[src/rtl/seg7_pkg.sv]
// -----------------------------------------------------------------------------
// seg7_pkg
// Shared types, constants and the segment decoder for the 7-segment scan
// driver and its binary-to-BCD conversion engine.
//   bcd_digit_t  : one packed BCD digit
//   cvt_state_t  : conversion FSM states
//   SEG_LUT      : active-low {g,f,e,d,c,b,a} patterns for digits 0-9
//   seg_decode() : digit -> segment pattern, dash for non-decimal codes
// -----------------------------------------------------------------------------
package seg7_pkg;

  typedef logic [3:0] bcd_digit_t;

  typedef enum logic [1:0] {
    IDLE   = 2'd0,
    SHIFT  = 2'd1,
    COMMIT = 2'd2
  } cvt_state_t;

  localparam int unsigned BIN_W      = 10;
  localparam int unsigned BCD_W      = 16;
  localparam int unsigned SHIFT_LAST = 9;  // shift cycles are numbered 0..9

  localparam logic [6:0] SEG_LUT [10] = '{
    7'h40, 7'h79, 7'h24, 7'h30, 7'h19,
    7'h12, 7'h02, 7'h78, 7'h00, 7'h10
  };
  localparam logic [6:0] SEG_BLANK = 7'h7F;
  localparam logic [6:0] SEG_DASH  = 7'h3F;

  // Codes above 9 cannot come out of the converter; show a dash if one does.
  function automatic logic [6:0] seg_decode(input bcd_digit_t d);
    logic [6:0] seg;
    if (d > 4'd9) begin
      seg = SEG_DASH;
    end else begin
      seg = SEG_LUT[d];
    end
    return seg;
  endfunction

endpackage

[src/rtl/seg7_scan_driver_if.sv]
// -----------------------------------------------------------------------------
// seg7_scan_driver_if
// Load/status and display-pin bundle of the 7-segment scan driver.
//   value[9:0]   : binary value to show        (master -> slave)
//   load         : 1-cycle capture strobe      (master -> slave)
//   busy         : conversion in progress      (slave -> master)
//   bcd_ready    : new digits committed pulse  (slave -> master)
//   led_out[6:0] : active-low segments {g..a}  (slave -> master)
//   anode[3:0]   : active-low one-hot anodes   (slave -> master)
// -----------------------------------------------------------------------------
interface seg7_scan_driver_if;

  logic [9:0] value;
  logic       load;
  logic       busy;
  logic       bcd_ready;
  logic [6:0] led_out;
  logic [3:0] anode;

  modport master (
    output value, load,
    input  busy, bcd_ready, led_out, anode
  );

  modport slave (
    input  value, load,
    output busy, bcd_ready, led_out, anode
  );

endinterface

[src/rtl/bin2bcd_seq.sv]
// -----------------------------------------------------------------------------
// bin2bcd_seq
// Sequential double-dabble converter: 10-bit binary to four BCD digits.
// One shift per cycle, 10 shift cycles, then a single COMMIT cycle.
//   clk, rst_n : clock, synchronous active-low reset
//   start      : capture bin and begin (accepted only in IDLE)
//   bin[9:0]   : binary input, sampled only on an accepted start
//   busy       : high from the cycle after start through COMMIT
//   done       : high during the COMMIT cycle; bcd is final then
//   bcd[15:0]  : BCD working/result register, digit 0 in [3:0]
// -----------------------------------------------------------------------------
module bin2bcd_seq
  import seg7_pkg::*;
(
  input  logic             clk,
  input  logic             rst_n,
  input  logic             start,
  input  logic [BIN_W-1:0] bin,
  output logic             busy,
  output logic             done,
  output logic [BCD_W-1:0] bcd
);

  cvt_state_t       state_q, state_d;
  logic [3:0]       cnt_q, cnt_d;
  logic [BIN_W-1:0] sr_q, sr_d;
  logic [BCD_W-1:0] bcd_q, bcd_d;
  logic             busy_q, busy_d;
  logic             done_q, done_d;
  logic [BCD_W-1:0] bcd_adj;

  // Add 3 to every nibble that is 5 or more so the following shift carries correctly.
  function automatic logic [BCD_W-1:0] add3_all(input logic [BCD_W-1:0] b);
    logic [BCD_W-1:0] r;
    r = b;
    for (int i = 0; i < 4; i++) begin
      if (b[i*4 +: 4] >= 4'd5) begin
        r[i*4 +: 4] = b[i*4 +: 4] + 4'd3;
      end else begin
        r[i*4 +: 4] = b[i*4 +: 4];
      end
    end
    return r;
  endfunction

  // Next-state, datapath and status computation for the conversion FSM.
  always_comb begin
    state_d = state_q;
    cnt_d   = cnt_q;
    sr_d    = sr_q;
    bcd_d   = bcd_q;
    bcd_adj = add3_all(bcd_q);

    case (state_q)
      IDLE: begin
        if (start) begin
          sr_d    = bin;
          bcd_d   = '0;
          cnt_d   = 4'd0;
          state_d = SHIFT;
        end else begin
          state_d = IDLE;
        end
      end
      SHIFT: begin
        // Max input is 1023, so the adjusted MSB is always 0 and drops off.
        bcd_d = (bcd_adj << 1) | {{(BCD_W-1){1'b0}}, sr_q[BIN_W-1]};
        sr_d  = sr_q << 1;
        cnt_d = cnt_q + 4'd1;
        if (cnt_q == 4'(SHIFT_LAST)) begin
          state_d = COMMIT;
        end else begin
          state_d = SHIFT;
        end
      end
      COMMIT: begin
        state_d = IDLE;
      end
      default: begin
        state_d = IDLE;
      end
    endcase

    // Status is registered from the next state so it lines up with state_q.
    busy_d = (state_d != IDLE);
    done_d = (state_d == COMMIT);
  end

  // State, datapath and status registers.
  always_ff @(posedge clk) begin
    if (!rst_n) begin
      state_q <= IDLE;
      cnt_q   <= 4'd0;
      sr_q    <= '0;
      bcd_q   <= '0;
      busy_q  <= 1'b0;
      done_q  <= 1'b0;
    end else begin
      state_q <= state_d;
      cnt_q   <= cnt_d;
      sr_q    <= sr_d;
      bcd_q   <= bcd_d;
      busy_q  <= busy_d;
      done_q  <= done_d;
    end
  end

  assign busy = busy_q;
  assign done = done_q;
  assign bcd  = bcd_q;

endmodule

[src/rtl/seg7_scan_driver.sv]
// -----------------------------------------------------------------------------
// seg7_scan_driver
// Display back-end: converts a 10-bit value to BCD and time-multiplexes the
// digits onto a 4-digit common-anode 7-segment display.
//   clk, rst_n : clock, synchronous active-low reset
//   bus        : seg7_scan_driver_if.slave (value/load in; busy, bcd_ready,
//                led_out, anode out)
// Parameters:
//   REFRESH_DIV : clocks each digit stays lit (>= 2)
//   BLANK_LEAD  : 1 blanks leading zero digits (digit 0 is always shown)
// -----------------------------------------------------------------------------
module seg7_scan_driver
  import seg7_pkg::*;
#(
  parameter int unsigned REFRESH_DIV = 100_000,
  parameter bit          BLANK_LEAD  = 1'b1
) (
  input  logic               clk,
  input  logic               rst_n,
  seg7_scan_driver_if.slave  bus
);

  localparam int unsigned         CNT_W   = $clog2(REFRESH_DIV);
  localparam logic [CNT_W-1:0]    CNT_MAX = CNT_W'(REFRESH_DIV - 1);

  logic             cvt_busy;
  logic             cvt_done;
  logic [BCD_W-1:0] cvt_bcd;

  logic [CNT_W-1:0] refresh_q, refresh_d;
  logic [1:0]       scan_q, scan_d;
  logic [BCD_W-1:0] digits_q, digits_d;
  logic [6:0]       led_q, led_d;
  logic [3:0]       anode_q, anode_d;
  bcd_digit_t       cur_digit;
  logic             blank;

  bin2bcd_seq u_cvt (
    .clk   (clk),
    .rst_n (rst_n),
    .start (bus.load),
    .bin   (bus.value),
    .busy  (cvt_busy),
    .done  (cvt_done),
    .bcd   (cvt_bcd)
  );

  // Refresh counter, scan index, digit commit and next output pattern.
  always_comb begin
    if (refresh_q == CNT_MAX) begin
      refresh_d = '0;
      scan_d    = scan_q + 2'd1;
    end else begin
      refresh_d = refresh_q + CNT_W'(1);
      scan_d    = scan_q;
    end

    // All four digits are swapped together so a scan never mixes old and new.
    if (cvt_done) begin
      digits_d = cvt_bcd;
    end else begin
      digits_d = digits_q;
    end

    // A digit is a leading zero when it and every digit above it are zero.
    case (scan_q)
      2'd0: begin
        cur_digit = digits_q[3:0];
        blank     = 1'b0;
      end
      2'd1: begin
        cur_digit = digits_q[7:4];
        blank     = (digits_q[15:4] == 12'd0);
      end
      2'd2: begin
        cur_digit = digits_q[11:8];
        blank     = (digits_q[15:8] == 8'd0);
      end
      2'd3: begin
        cur_digit = digits_q[15:12];
        blank     = (digits_q[15:12] == 4'd0);
      end
      default: begin
        cur_digit = 4'd0;
        blank     = 1'b0;
      end
    endcase

    if (BLANK_LEAD && blank) begin
      led_d = SEG_BLANK;
    end else begin
      led_d = seg_decode(cur_digit);
    end
    anode_d = ~(4'b0001 << scan_q);
  end

  // Scan state, committed digits and registered display pins.
  always_ff @(posedge clk) begin
    if (!rst_n) begin
      refresh_q <= '0;
      scan_q    <= 2'd0;
      digits_q  <= '0;
      led_q     <= SEG_BLANK;
      anode_q   <= 4'hF;
    end else begin
      refresh_q <= refresh_d;
      scan_q    <= scan_d;
      digits_q  <= digits_d;
      led_q     <= led_d;
      anode_q   <= anode_d;
    end
  end

  assign bus.busy      = cvt_busy;
  assign bus.bcd_ready = cvt_done;
  assign bus.led_out   = led_q;
  assign bus.anode     = anode_q;

endmodule

[src/flat_wrapper.sv]
// flat-port wrapper written by rule: the top's interface ports become plain ports
module seg7_scan_driver_flat import seg7_pkg::*;
#(
  parameter int unsigned REFRESH_DIV = 100_000,
  parameter bit          BLANK_LEAD  = 1'b1
)
  (clk, rst_n, bus_value, bus_load, bus_busy, bus_bcd_ready, bus_led_out, bus_anode);
  seg7_scan_driver_if bus_i ();
  input  logic clk;
  input  logic rst_n;
  input wire logic [$bits(bus_i.value)-1:0] bus_value;
  input wire logic [$bits(bus_i.load)-1:0] bus_load;
  output wire logic [$bits(bus_i.busy)-1:0] bus_busy;
  output wire logic [$bits(bus_i.bcd_ready)-1:0] bus_bcd_ready;
  output wire logic [$bits(bus_i.led_out)-1:0] bus_led_out;
  output wire logic [$bits(bus_i.anode)-1:0] bus_anode;
  assign bus_i.value = bus_value;
  assign bus_i.load = bus_load;
  assign bus_busy = bus_i.busy;
  assign bus_bcd_ready = bus_i.bcd_ready;
  assign bus_led_out = bus_i.led_out;
  assign bus_anode = bus_i.anode;
  seg7_scan_driver #(.REFRESH_DIV(REFRESH_DIV), .BLANK_LEAD(BLANK_LEAD)) u_core (.clk(clk), .rst_n(rst_n), .bus(bus_i));
endmodule
[config.mk]
export PLATFORM = sky130hd
export DESIGN_NAME = seg7_scan_driver_flat
export DESIGN_NICKNAME = d
export VERILOG_FILES = /design/src/rtl/seg7_pkg.sv /design/src/rtl/seg7_scan_driver_if.sv /design/src/rtl/bin2bcd_seq.sv /design/src/rtl/seg7_scan_driver.sv /design/src/flat_wrapper.sv
export SDC_FILE = /design/constraint.sdc
export NUM_CORES = 1
export LEC_CHECK = 0
export ABC_CLOCK_PERIOD_IN_PS = 1900
export CORE_AREA = 3 3 102 104
export CTS_CLUSTER_SIZE = 16
export DETAILED_ROUTE_END_ITERATION = 10
export DIE_AREA = 0 0 105 107
export PLACE_DENSITY = 0.61
export SYNTH_ARGS = -nofsm -noshare
export SYNTH_HDL_FRONTEND = slang
export SYNTH_HIERARCHICAL = 1
export SYNTH_SLANG_ARGS = --single-unit
[constraint.sdc]
create_clock -name clk -period 1.9 [get_ports clk]
set_clock_uncertainty 0.2 [all_clocks]
set_input_delay 0.38 -clock clk [delete_from_list [all_inputs] [get_ports clk]]
set_output_delay 0.38 -clock clk [all_outputs]
set_load 0.01 [all_outputs]
==> results.md <==
- The number of cells produced by synthesis is 405.
- In the final design database the tool counted 490 nets.
- The worst ir drop on vdd is 0.279 mV.
- Synthesis inferred 80 register bits.
- The count of final max-slew check failures is 0.
- The simple-gate area share of the yosys netlist is 22.3%.
- Summed over all instances, the cell type with the most area after synthesis is dfxtp_1.
- The multiplexer share of the synthesized area is 7.27%.
- STA classifies the critical path startpoint as a flip-flop.
- Of all nets on the critical path, the largest fanout is 5.
- At the worst endpoint, the required time is 1920 ps.
- The actual transition at the worst max-transition pin is 504 ps.
- The compound-cell area share of the yosys netlist is 12.1%.
- The clock period minus worst slack is 2070 ps.
- The portion of the clock cycle consumed by the worst path in the final layout is 109%.
- Setup violations remaining at the end of the flow were counted as 7.
- The endpoint class of the critical path is a flip-flop.
- The number of synthesized flops with an enable pin is 0.
- After synthesis, the largest family of logic cells by area is simple AND/OR/NAND/NOR gates.
- The insertion delay of the later-clocked pin in the worst-skew pair is 340 ps.
- The number of detailed-route iterations in the first pass is 5.
- The path class of the tightest hold or removal check is reg -> reg.
- The signal arrival time at the worst endpoint is 2090 ps.
- The routed design has 7.28 mm of wire.
- The startpoint-to-endpoint class of the critical path is reg -> reg.
- The worst register-to-register path ends at u_core/bus.led_out[3].
- Entering global routing, the biggest net connects 32 pins.
- In this run the mean area of a mapped cell was 9.31 um2.
- For this design the ratio of total power to cell area is 651 nW/um2.
- The floorplan step set the die height to 107 um.
- The worst setup slack after layout is -168 ps.
- The number of top-level design ports is 26.
- The post-synthesis cell area is 3770 um2.
- The half-perimeter wire length after detailed placement is 5.00 mm.
- In the routed layout, each cell is associated on average with a via count of 4.81.
- After synthesis, the cell types taking the most area are dfxtp_1 42%, ha_1 5.3%, mux2i_1 5.3%, nand2_1 4.2%, nor2b_1 3.3%.
- The number of design-rule violations left by the first detailed-router iteration is 120.
- After clock tree synthesis, the clock-pin slew on the worst setup and hold paths is 70 ps.
- The floorplan die width is 105 um.
- The final routed DRC violation total is 0.
- The internal power of the cells totals 2.34 mW.
- For this run, the leading register cell type out of synthesis is dfxtp_1.
- The share of layout cells above drive strength 1 is 18.7%.
- The overall fraction of global-route tracks in use is 13.6%.
- The worst pin sits at a relative slew slack of 66.1%.
- Following the worst setup path forward leads to its endpoint at u_core/bus.led_out[3].
- The clock net sink count is 80.
- Overall power consumption after layout is estimated at 3.04 mW.
- The adder and majority cell fraction of the synthesized area is 5.31%.
- The placement row count is 36.
- The TritonCTS clock tree is yes.
- In this run the number of H-tree levels came out at 3.
- The detail route stage leaves a number of antenna-violating nets equal to 0.
- The cell at the root of the clock tree is clkbuf_8.
- The startpoint identified for the worst register-to-register timing path is u_core/scan_q[0].
- The number of distinct library cells after synthesis is 52.
- The hold buffer count at CTS is 0.
- The run finished, with violations left.
- The routed layout has 2883 vias.
- The xor and xnor fraction of the mapped netlist area is 5.57%.
- Relative to the synthesized area, the layout overhead comes to 23.9%.
- The most used standard cell by instance count after synthesis is dfxtp_1.
- The global-route wire length before repair is 12.5 mm.
- Timing analysis after detailed placement gives a worst setup slack of -232 ps.
- In the synthesized netlist the async set-or-reset flop fraction comes to 0%.
- The number of buffers created by CTS is 9.
- The commonest cells after synthesis are 80 x dfxtp_1, 42 x nand2_1, 31 x nor2_1.
- The fraction of synthesized cell area taken by the top area cell type is 42.5%.
- The reported leakage power is 1.85 nW.
- Dividing the detail-routed wire length by the instance count gives 12.1 um.
- The starting density of the core is 39.1%.
- Setup repair after global routing could not meet its margin everywhere.
- The share of total power consumed by net switching is 23.0%.
- The maximum clock path buffer count is 2.
- The share of total power dissipated in combinational logic is 7.3%.
- The count of maximum capacitance violations is 0.
- The area enclosed by the die boundary is 11200 um2.
- The sequential area share after synthesis is 42.5%.
- The number of hold violations in the final report is 0.
- The startpoint identified for the worst hold timing path is u_core/u_cvt/bcd[13].
- The initial antenna violation count is 0.
- The register-to-register setup slack is -170 ps.
- The number of buffers added on ports is 25.
- Per report_power, the clock group accounts for 35.7% of the total.
- Sequential cells burn 57.0% of the power.
- For this run, the top clock speed supported by timing is 484 MHz.
- In this run the standard cell core region covers 9640 um2.
- 0 antenna diodes ended up in the layout.
- The via count of the first global-routing pass came to 2792.
- The checks that failed: negative setup slack.
- The most critical setup path has its startpoint at u_core/scan_q[0].
- In this run the power spent charging and discharging nets is 0.700 mW.
- The number of warnings reported in the yosys synthesis log is 6.
- The total nets after synthesis is 434.
- Measured in cells, the most critical reg-to-reg path has a length of 8.
- At the end of routability-driven placement, the weighted congestion stood at 0.818.
- The sum of overflow across all layers after global routing is 0.
-- logic make-up after synthesis --
logic type      count (synthesis)
fa+ha+maj                      16
compound gates                 62
simple gates                  159
buf+inv                        38
mux                            26
flops                          80
xor+xnor                       24
-- how the worst min path moves through the flow --
stage	to	slack, ps	depth (start not counted)
floorplan	u_core/u_cvt/bcd[13]	240	2
global placement	u_core/u_cvt/bcd[13]	260	2
global route	u_core/u_cvt/bcd[9]	310	2
detailed placement	u_core/u_cvt/bcd[13]	260	2
finish	u_core/u_cvt/bcd[13]	270	2
CTS	u_core/u_cvt/bcd[13]	270	2
-- cells in the final DEF, fill, tap and decap left out, types with 2 or more instances in the layout --
cell type / instances
o21ai_1: 9
nor2b_1: 20
nor4_1: 3
and2_1: 7
o211a_1: 10
mux2i_1: 18
dfxtp_4: 2
a222oi_1: 4
o21ai_0: 11
xor2_1: 12
ha_4: 3
nand2_1: 42
inv_1: 17
and2_4: 2
buf_6: 3
a21oi_1: 5
buf_4: 34
nand3_1: 24
and3_1: 4
a21boi_1: 5
clkbuf_8: 10
nor3_1: 6
ha_1: 13
clkdlybuf4s50_1: 25
nand3b_1: 2
xnor2_1: 12
a21oi_2: 3
buf_12: 2
clkbuf_1: 4
o31ai_1: 3
nor2_1: 30
clkinvlp_4: 2
mux2_2: 4
nand2b_1: 6
mux2i_2: 2
dfxtp_1: 78
-- power by group through the flow --
stage / logic, mW / registers, mW / clock network (mW)
floorplan: 0.126 / 1.78 / 0
finish: 0.221 / 1.73 / 1.08
global placement: 0.219 / 1.77 / 0
detailed placement: 0.222 / 1.77 / 0
CTS: 0.223 / 1.73 / 1.14
global route: 0.247 / 1.74 / 1.22
-- stage by stage --
stage               instance area (um2)  hold WS (ps)  utilization (%)  setup TNS (ps)  instances
detailed placement                 4330           263             45.0           -2760        575
floorplan                          3770           238                -               0        405
finish                             4670           271             48.5            -978        599
global route                       4670           314             48.5           -1450        599
CTS                                4590           275             47.7            -505        598
global placement                   4330           256             45.0           -1600        575
-- timing repair --
item,4_1_cts,5_1_grt
pin swaps,5,6
gates resized for setup,13,15
cloned,1,0
endpoints found under the setup margin,7,20
setup buffers,6,1
-- per-layer routing --
metal  global-route usage (%)  wire (um)  vias to the layer above
met5                        0          0                        -
met4                     5.62         82                        0
met3                     2.77        222                        9
met2                     22.7       3370                       48
met1                     17.2       3600                     1328
li1                         -          -                     1498
-- layout make-up --
cell class              instances  area (um2)
fillers                       960        4970
multi-input cells             287        2070
clock buffers                  14         153
well taps                     133         166
clock inverters                 2        15.0
repair buffers                 64         579
flip-flops and latches         80        1610
inverters                      19        73.8
-- worst max-delay path: stages, from the launching register on --
cell      delay, ps
dfxtp_4         400
inv_4            50
ha_4            170
a222oi_1        420
mux2i_2         140
buf_4           190
and2_4          170
nor2b_4         120
o211ai_2         80
-- registers in the layout, summed over array words and instances, names as in the netlist --
name,count
u_core/bus.anode,4
u_core/u_cvt/busy,1
u_core/u_cvt/done,1
u_core/digits_q,16
u_core/bus.led_out,7
u_core/u_cvt/sr_q,10
u_core/u_cvt/cnt_q,4
u_core/u_cvt/bcd,16
u_core/refresh_q,17
u_core/scan_q,2
u_core/u_cvt/state_q,2
Note: power is estimated with default switching activity, not from simulation.
==> patch 1 (same flow settings) <==
`REFRESH_DIV` is set to 100_000 in 2 places; all go to 50_000.
--- a/src/rtl/seg7_scan_driver.sv
+++ b/src/rtl/seg7_scan_driver.sv
@@ -14,3 +14,3 @@
 #(
-  parameter int unsigned REFRESH_DIV = 100_000,
+  parameter int unsigned REFRESH_DIV = 50_000,
   parameter bit          BLANK_LEAD  = 1'b1
--- a/src/flat_wrapper.sv
+++ b/src/flat_wrapper.sv
@@ -3,3 +3,3 @@
 #(
-  parameter int unsigned REFRESH_DIV = 100_000,
+  parameter int unsigned REFRESH_DIV = 50_000,
   parameter bit          BLANK_LEAD  = 1'b1
Check against the original RTL: no difference found for any inputs over 10 cycles, from zero or initial values and one cycle with rst_n low; that may be too few to reach the edited logic, so the function may still have changed.
==> patch 1 against the original RTL <==
The run still ends with negative setup slack left. Synthesized area down 2.3%. Total power up 5.4%. Final cell count down 1.5%. Worst setup slack better by 0.081 ns. Sequential cell count down 1. Design area down 2.3%. Critical path depth unchanged. Routed wire length down 4.8%. Clock power up 18%.
==> patch 1: results (changes against the original RTL) <==
** Min path
- HP Class :: reg2reg (unchanged)

** Run status
- Run status: finished, violations left (unchanged).
- Failing checks: negative setup slack (unchanged).

** Cells and area
- The ratio of cells with drive above 1 in the final layout is 0.1882 (was 0.1867).
- Number of nets at the end of the flow :: 481 (was 490)
- Number of filler instances in the final layout :: 964 (was 960)

** STA
- The setup slack of the critical path after layout was -0.08658 ns (was -0.1678 ns).
- Setup violators final :: 7 (unchanged)
- Max-slew headroom at the worst pin :: 0.7237 (was 0.6609)

** Global route
- The total global routing track utilization came to 0.1321 (was 0.1362).
- Wire length of the first global-routing pass :: 12.13 mm (was 12.54 mm)
- The via count of the first global-routing pass was 2,657 (was 2,792).
- Maximum number of pins on one net before global-route repair :: 25 (was 32)

** Synthesis
- Multiplexer area fraction after synthesis :: 0.07439 (was 0.07266)
- Compound-Gate Fraction of Synth Area :: 0.1247 (was 0.1214)
- Xor and xnor fraction of the mapped netlist area :: 0.05469 (was 0.05574)
- Post-Syn Nets :: 426 (was 434)
- Unique cell type count in the Yosys netlist :: 51 (was 52)
- The portion of the post-synthesis area used by sequential elements is 0.4293 (was 0.4247).
- YS warnings :: 6 (unchanged)
- The adder-cell share of the synthesized area was 0.05435 (was 0.05309).
- Top cells by area, synth :: sky130_fd_sc_hd__dfxtp_1 43%, sky130_fd_sc_hd__ha_1 5.4%, sky130_fd_sc_hd__mux2i_1 5.4%, sky130_fd_sc_hd__nand2_1 4.3%, sky130_fd_sc_hd__nor2_1 3.5% (was sky130_fd_sc_hd__dfxtp_1 42%, sky130_fd_sc_hd__ha_1 5.3%, sky130_fd_sc_hd__mux2i_1 5.3%, sky130_fd_sc_hd__nand2_1 4.2%, sky130_fd_sc_hd__nor2b_1 3.3%)
- Syn Area/Cell :: 9.278 sq um (was 9.311 sq um)
- Most common library cells after synthesis :: 79 x sky130_fd_sc_hd__dfxtp_1, 42 x sky130_fd_sc_hd__nand2_1, 34 x sky130_fd_sc_hd__nor2_1 (was 80 x sky130_fd_sc_hd__dfxtp_1, 42 x sky130_fd_sc_hd__nand2_1, 31 x sky130_fd_sc_hd__nor2_1)

** Placement
- Placed Cells incl. Taps :: 570 (was 575)
- HPWL Detailed :: 5.108 mm (was 5.003 mm)
- Final weighted congestion in routability-driven placement :: 0.7625 (was 0.8177)
- Post-Place Setup Slack :: -0.1751 ns (was -0.2320 ns)

** Pwr
- The worst supply voltage drop on vdd was 401.9 uV (was 279.3 uV).
- Static leakage power :: 1.764 nW (was 1.848 nW)

** Worst setup path
- The worst setup path endpoint is u_core/bus.led_out[6] (was u_core/bus.led_out[3]).

** Routing
- Count of routing violations after the opening detailed-route iteration :: 82 (was 120)
- Routed wire per std cell :: 11.74 um (was 12.15 um)
- The total wirelength of the detailed-routed design came to 6.927 mm (was 7.275 mm).
## patch 1: power by group
part | leakage (nW) | internal [mW] | total [mW] | switching, mW
sequential | 0.645 | 1.69 | 1.71 | 0.0224
clock | 0.105 | 0.676 | 1.27 | 0.598
combinational | 1.01 | 0.115 | 0.217 | 0.101
## patch 1: how the worst min path moves through the flow
stage | startpoint | end | slack (ns) | cells past startpoint
2_1_floorplan | u_core/refresh_q[0] | u_core/refresh_q[0] | 0.23 | 1
3_3_place_gp | u_core/refresh_q[0] | u_core/refresh_q[0] | 0.24 | 1
3_5_place_dp | u_core/refresh_q[0] | u_core/refresh_q[0] | 0.25 | 1
4_1_cts | u_core/u_cvt/bcd[13] | u_core/u_cvt/bcd[13] | 0.27 | 2
5_1_grt | u_core/refresh_q[0] | u_core/refresh_q[0] | 0.29 | 1
6_report | u_core/u_cvt/bcd[13] | u_core/u_cvt/bcd[13] | 0.26 | 2
## patch 1: through the flow
stage	instance area, sq um	hold slack (ns)	utilization	total power, mW	setup TNS, ns
after global routing	4562	0.2910	0.4733	3.355	-1.015
final	4562	0.2629	0.4733	3.202	-0.4420
after detailed placement	4258	0.2478	0.4417	1.973	-0.8036
after global placement	4258	0.2438	0.4417	1.968	-0.1088
after floorplan	3687	0.2294	-	1.875	0
after CTS	4536	0.2673	0.4705	3.267	-0.3340
## patch 1: kinds of logic after synthesis
group | count (synthesis)
adder cells (fa/ha/maj) | 16
buffers and inverters | 36
AO/OA/AOI/OAI | 62
XOR/XNOR | 23
AND/OR/NAND/NOR | 155
multiplexers | 26
flip-flops | 79
## patch 1: cell type report
class                   count  share of cell area
clock buffers              11             0.03319
well taps                 133             0.03648
flip-flops and latches     79              0.3483
repair buffers             62              0.1179
multi-input cells         282              0.4358
clock inverters             5             0.01234
inverters                  18             0.01591
## patch 1: what timing repair did
item,CTS,global route
buffers inserted,2,1
gates cloned,1,0
pin swaps,5,3
setup endpoints to repair,7,22
gates resized for setup,13,7
## patch 1: critical path: stages (launching register included)
cell and delay [ns]:
sky130_fd_sc_hd__dfxtp_4 0.39, sky130_fd_sc_hd__inv_4 0.05, sky130_fd_sc_hd__ha_4 0.16, sky130_fd_sc_hd__a222oi_1 0.37
sky130_fd_sc_hd__mux2i_1 0.17, sky130_fd_sc_hd__buf_4 0.18, sky130_fd_sc_hd__and2_4 0.16, sky130_fd_sc_hd__a21oi_1 0.14
sky130_fd_sc_hd__o21ai_1 0.07
## patch 1: metal layers
layer / routed length, um / global-route usage
met3: 309 / 0.04154
met1: 3291 / 0.1565
met2: 3250 / 0.2255
met4: 76 / 0.04686
met5: 0 / 0
==> patch 2 (config.mk and constraints unchanged) <==
Without the edit above. Re-encode `cvt_state_t` (3 states) as one-hot, 3 bits wide.
--- a/src/rtl/seg7_pkg.sv
+++ b/src/rtl/seg7_pkg.sv
@@ -13,6 +13,6 @@
 
-  typedef enum logic [1:0] {
-    IDLE   = 2'd0,
-    SHIFT  = 2'd1,
-    COMMIT = 2'd2
+  typedef enum logic [2:0] {
+    IDLE   = 3'b001,
+    SHIFT  = 3'b010,
+    COMMIT = 3'b100
   } cvt_state_t;
Function: no difference found for any inputs over 10 cycles, from zero or initial values and one cycle with rst_n low; not proved beyond that.
==> patch 2 against the original RTL <==
The flow still finishes with violations (negative setup slack). Via count is 1.8% higher. Worst setup slack better by 0.079 ns. Sequential cell count is 1 higher. Design area is 0.13% higher. Synthesized area is 0.43% lower. Fmax is 4.0% higher. Sequential share of layout area is 0.38 points higher. Routed wire length is 6.9% higher. Count of clock-buffer cells in the layout is 3 lower. Total power is 5.7% higher. Critical path type unchanged.
==> patch 2: results (changes against the original RTL) <==
** Clock network
- Insertion delay to the later sink of the worst-skew pair :: 0.36 ns (was 0.34 ns)
- Post-cts sizing count :: 19 (was 13)

** Routing
- The routed length per placed instance was 13.09 um (was 12.15 um).
- The met2 layer wire length in the routed design came to 3.700 mm (was 3.372 mm).

** Run status
- Run status: finished, violations left (unchanged).
- Failing checks :: negative setup slack (unchanged)

** Synthesis
- The portion of netlist area occupied by mux cells came to 0.07164 (was 0.07266).
- Top cells by area, synth :: sky130_fd_sc_hd__dfxtp_1 43%, sky130_fd_sc_hd__mux2i_1 6.4%, sky130_fd_sc_hd__ha_1 5.3%, sky130_fd_sc_hd__nor2_1 3.3%, sky130_fd_sc_hd__nand2_1 3.2% (was sky130_fd_sc_hd__dfxtp_1 42%, sky130_fd_sc_hd__ha_1 5.3%, sky130_fd_sc_hd__mux2i_1 5.3%, sky130_fd_sc_hd__nand2_1 4.2%, sky130_fd_sc_hd__nor2b_1 3.3%)
- Post-Syn Nets :: 425 (was 434)

** Global route
- Tot GR Track Use :: 0.1467 (was 0.1362)
- Global Route met1 Usage :: 0.1763 (was 0.1718)
- Maximum number of pins on one net before global-route repair :: 19 (was 32)
- Fraction of met3 tracks used by global routing :: 0.02830 (was 0.02769)

** Cells and area
- Inverters excl. clock :: 20 (was 19)
- The number of signal-net buffers in the layout is 65 (was 64).
- Number of filler instances in the final layout :: 935 (was 960)
- The data-path buffer share of cell area in the final layout is 0.1193 (was 0.1240).
- The fraction of area in clock buffers and inverters came to 0.04200 (was 0.03590).

** STA
- The slew at the pin with the worst max-slew slack was 0.4437 ns (was 0.5040 ns).
- The number of setup violations in the final report came to 6 (was 7).
- Sum of negative setup slack :: -0.4088 ns (was -0.9777 ns)
- Final WS setup :: -0.08907 ns (was -0.1678 ns)

** Worst setup path
- The slowest stage cell on the critical path is sky130_fd_sc_hd__dfxtp_4 (was sky130_fd_sc_hd__a222oi_1).

** Pwr
- Clock Power Share :: 0.393 (was 0.357)

** Placement
- Placed Cells incl. Taps :: 572 (was 575)
patch 2: cell count changes after synthesis, moves of 6 or more:
| cell | delta |
|---|---|
| sky130_fd_sc_hd__o211a_1 | -10 |
| sky130_fd_sc_hd__nand2_1 | -10 |
| sky130_fd_sc_hd__a22oi_1 | +8 |
| sky130_fd_sc_hd__a22o_1 | +6 |
| sky130_fd_sc_hd__o21ai_1 | +9 |
| sky130_fd_sc_hd__a21oi_1 | +7 |
| sky130_fd_sc_hd__nand3_1 | -12 |
patch 2: through the flow:
step	util	hold WS [ns]	power, mW	instance area, sq um
final	0.4852	0.2500	3.213	4677
after floorplan	-	0.2292	1.898	3757
after detailed placement	0.4499	0.2421	1.994	4337
after global placement	0.4499	0.2386	1.991	4337
after CTS	0.4808	0.2541	3.253	4634
after global routing	0.4852	0.2823	3.351	4677
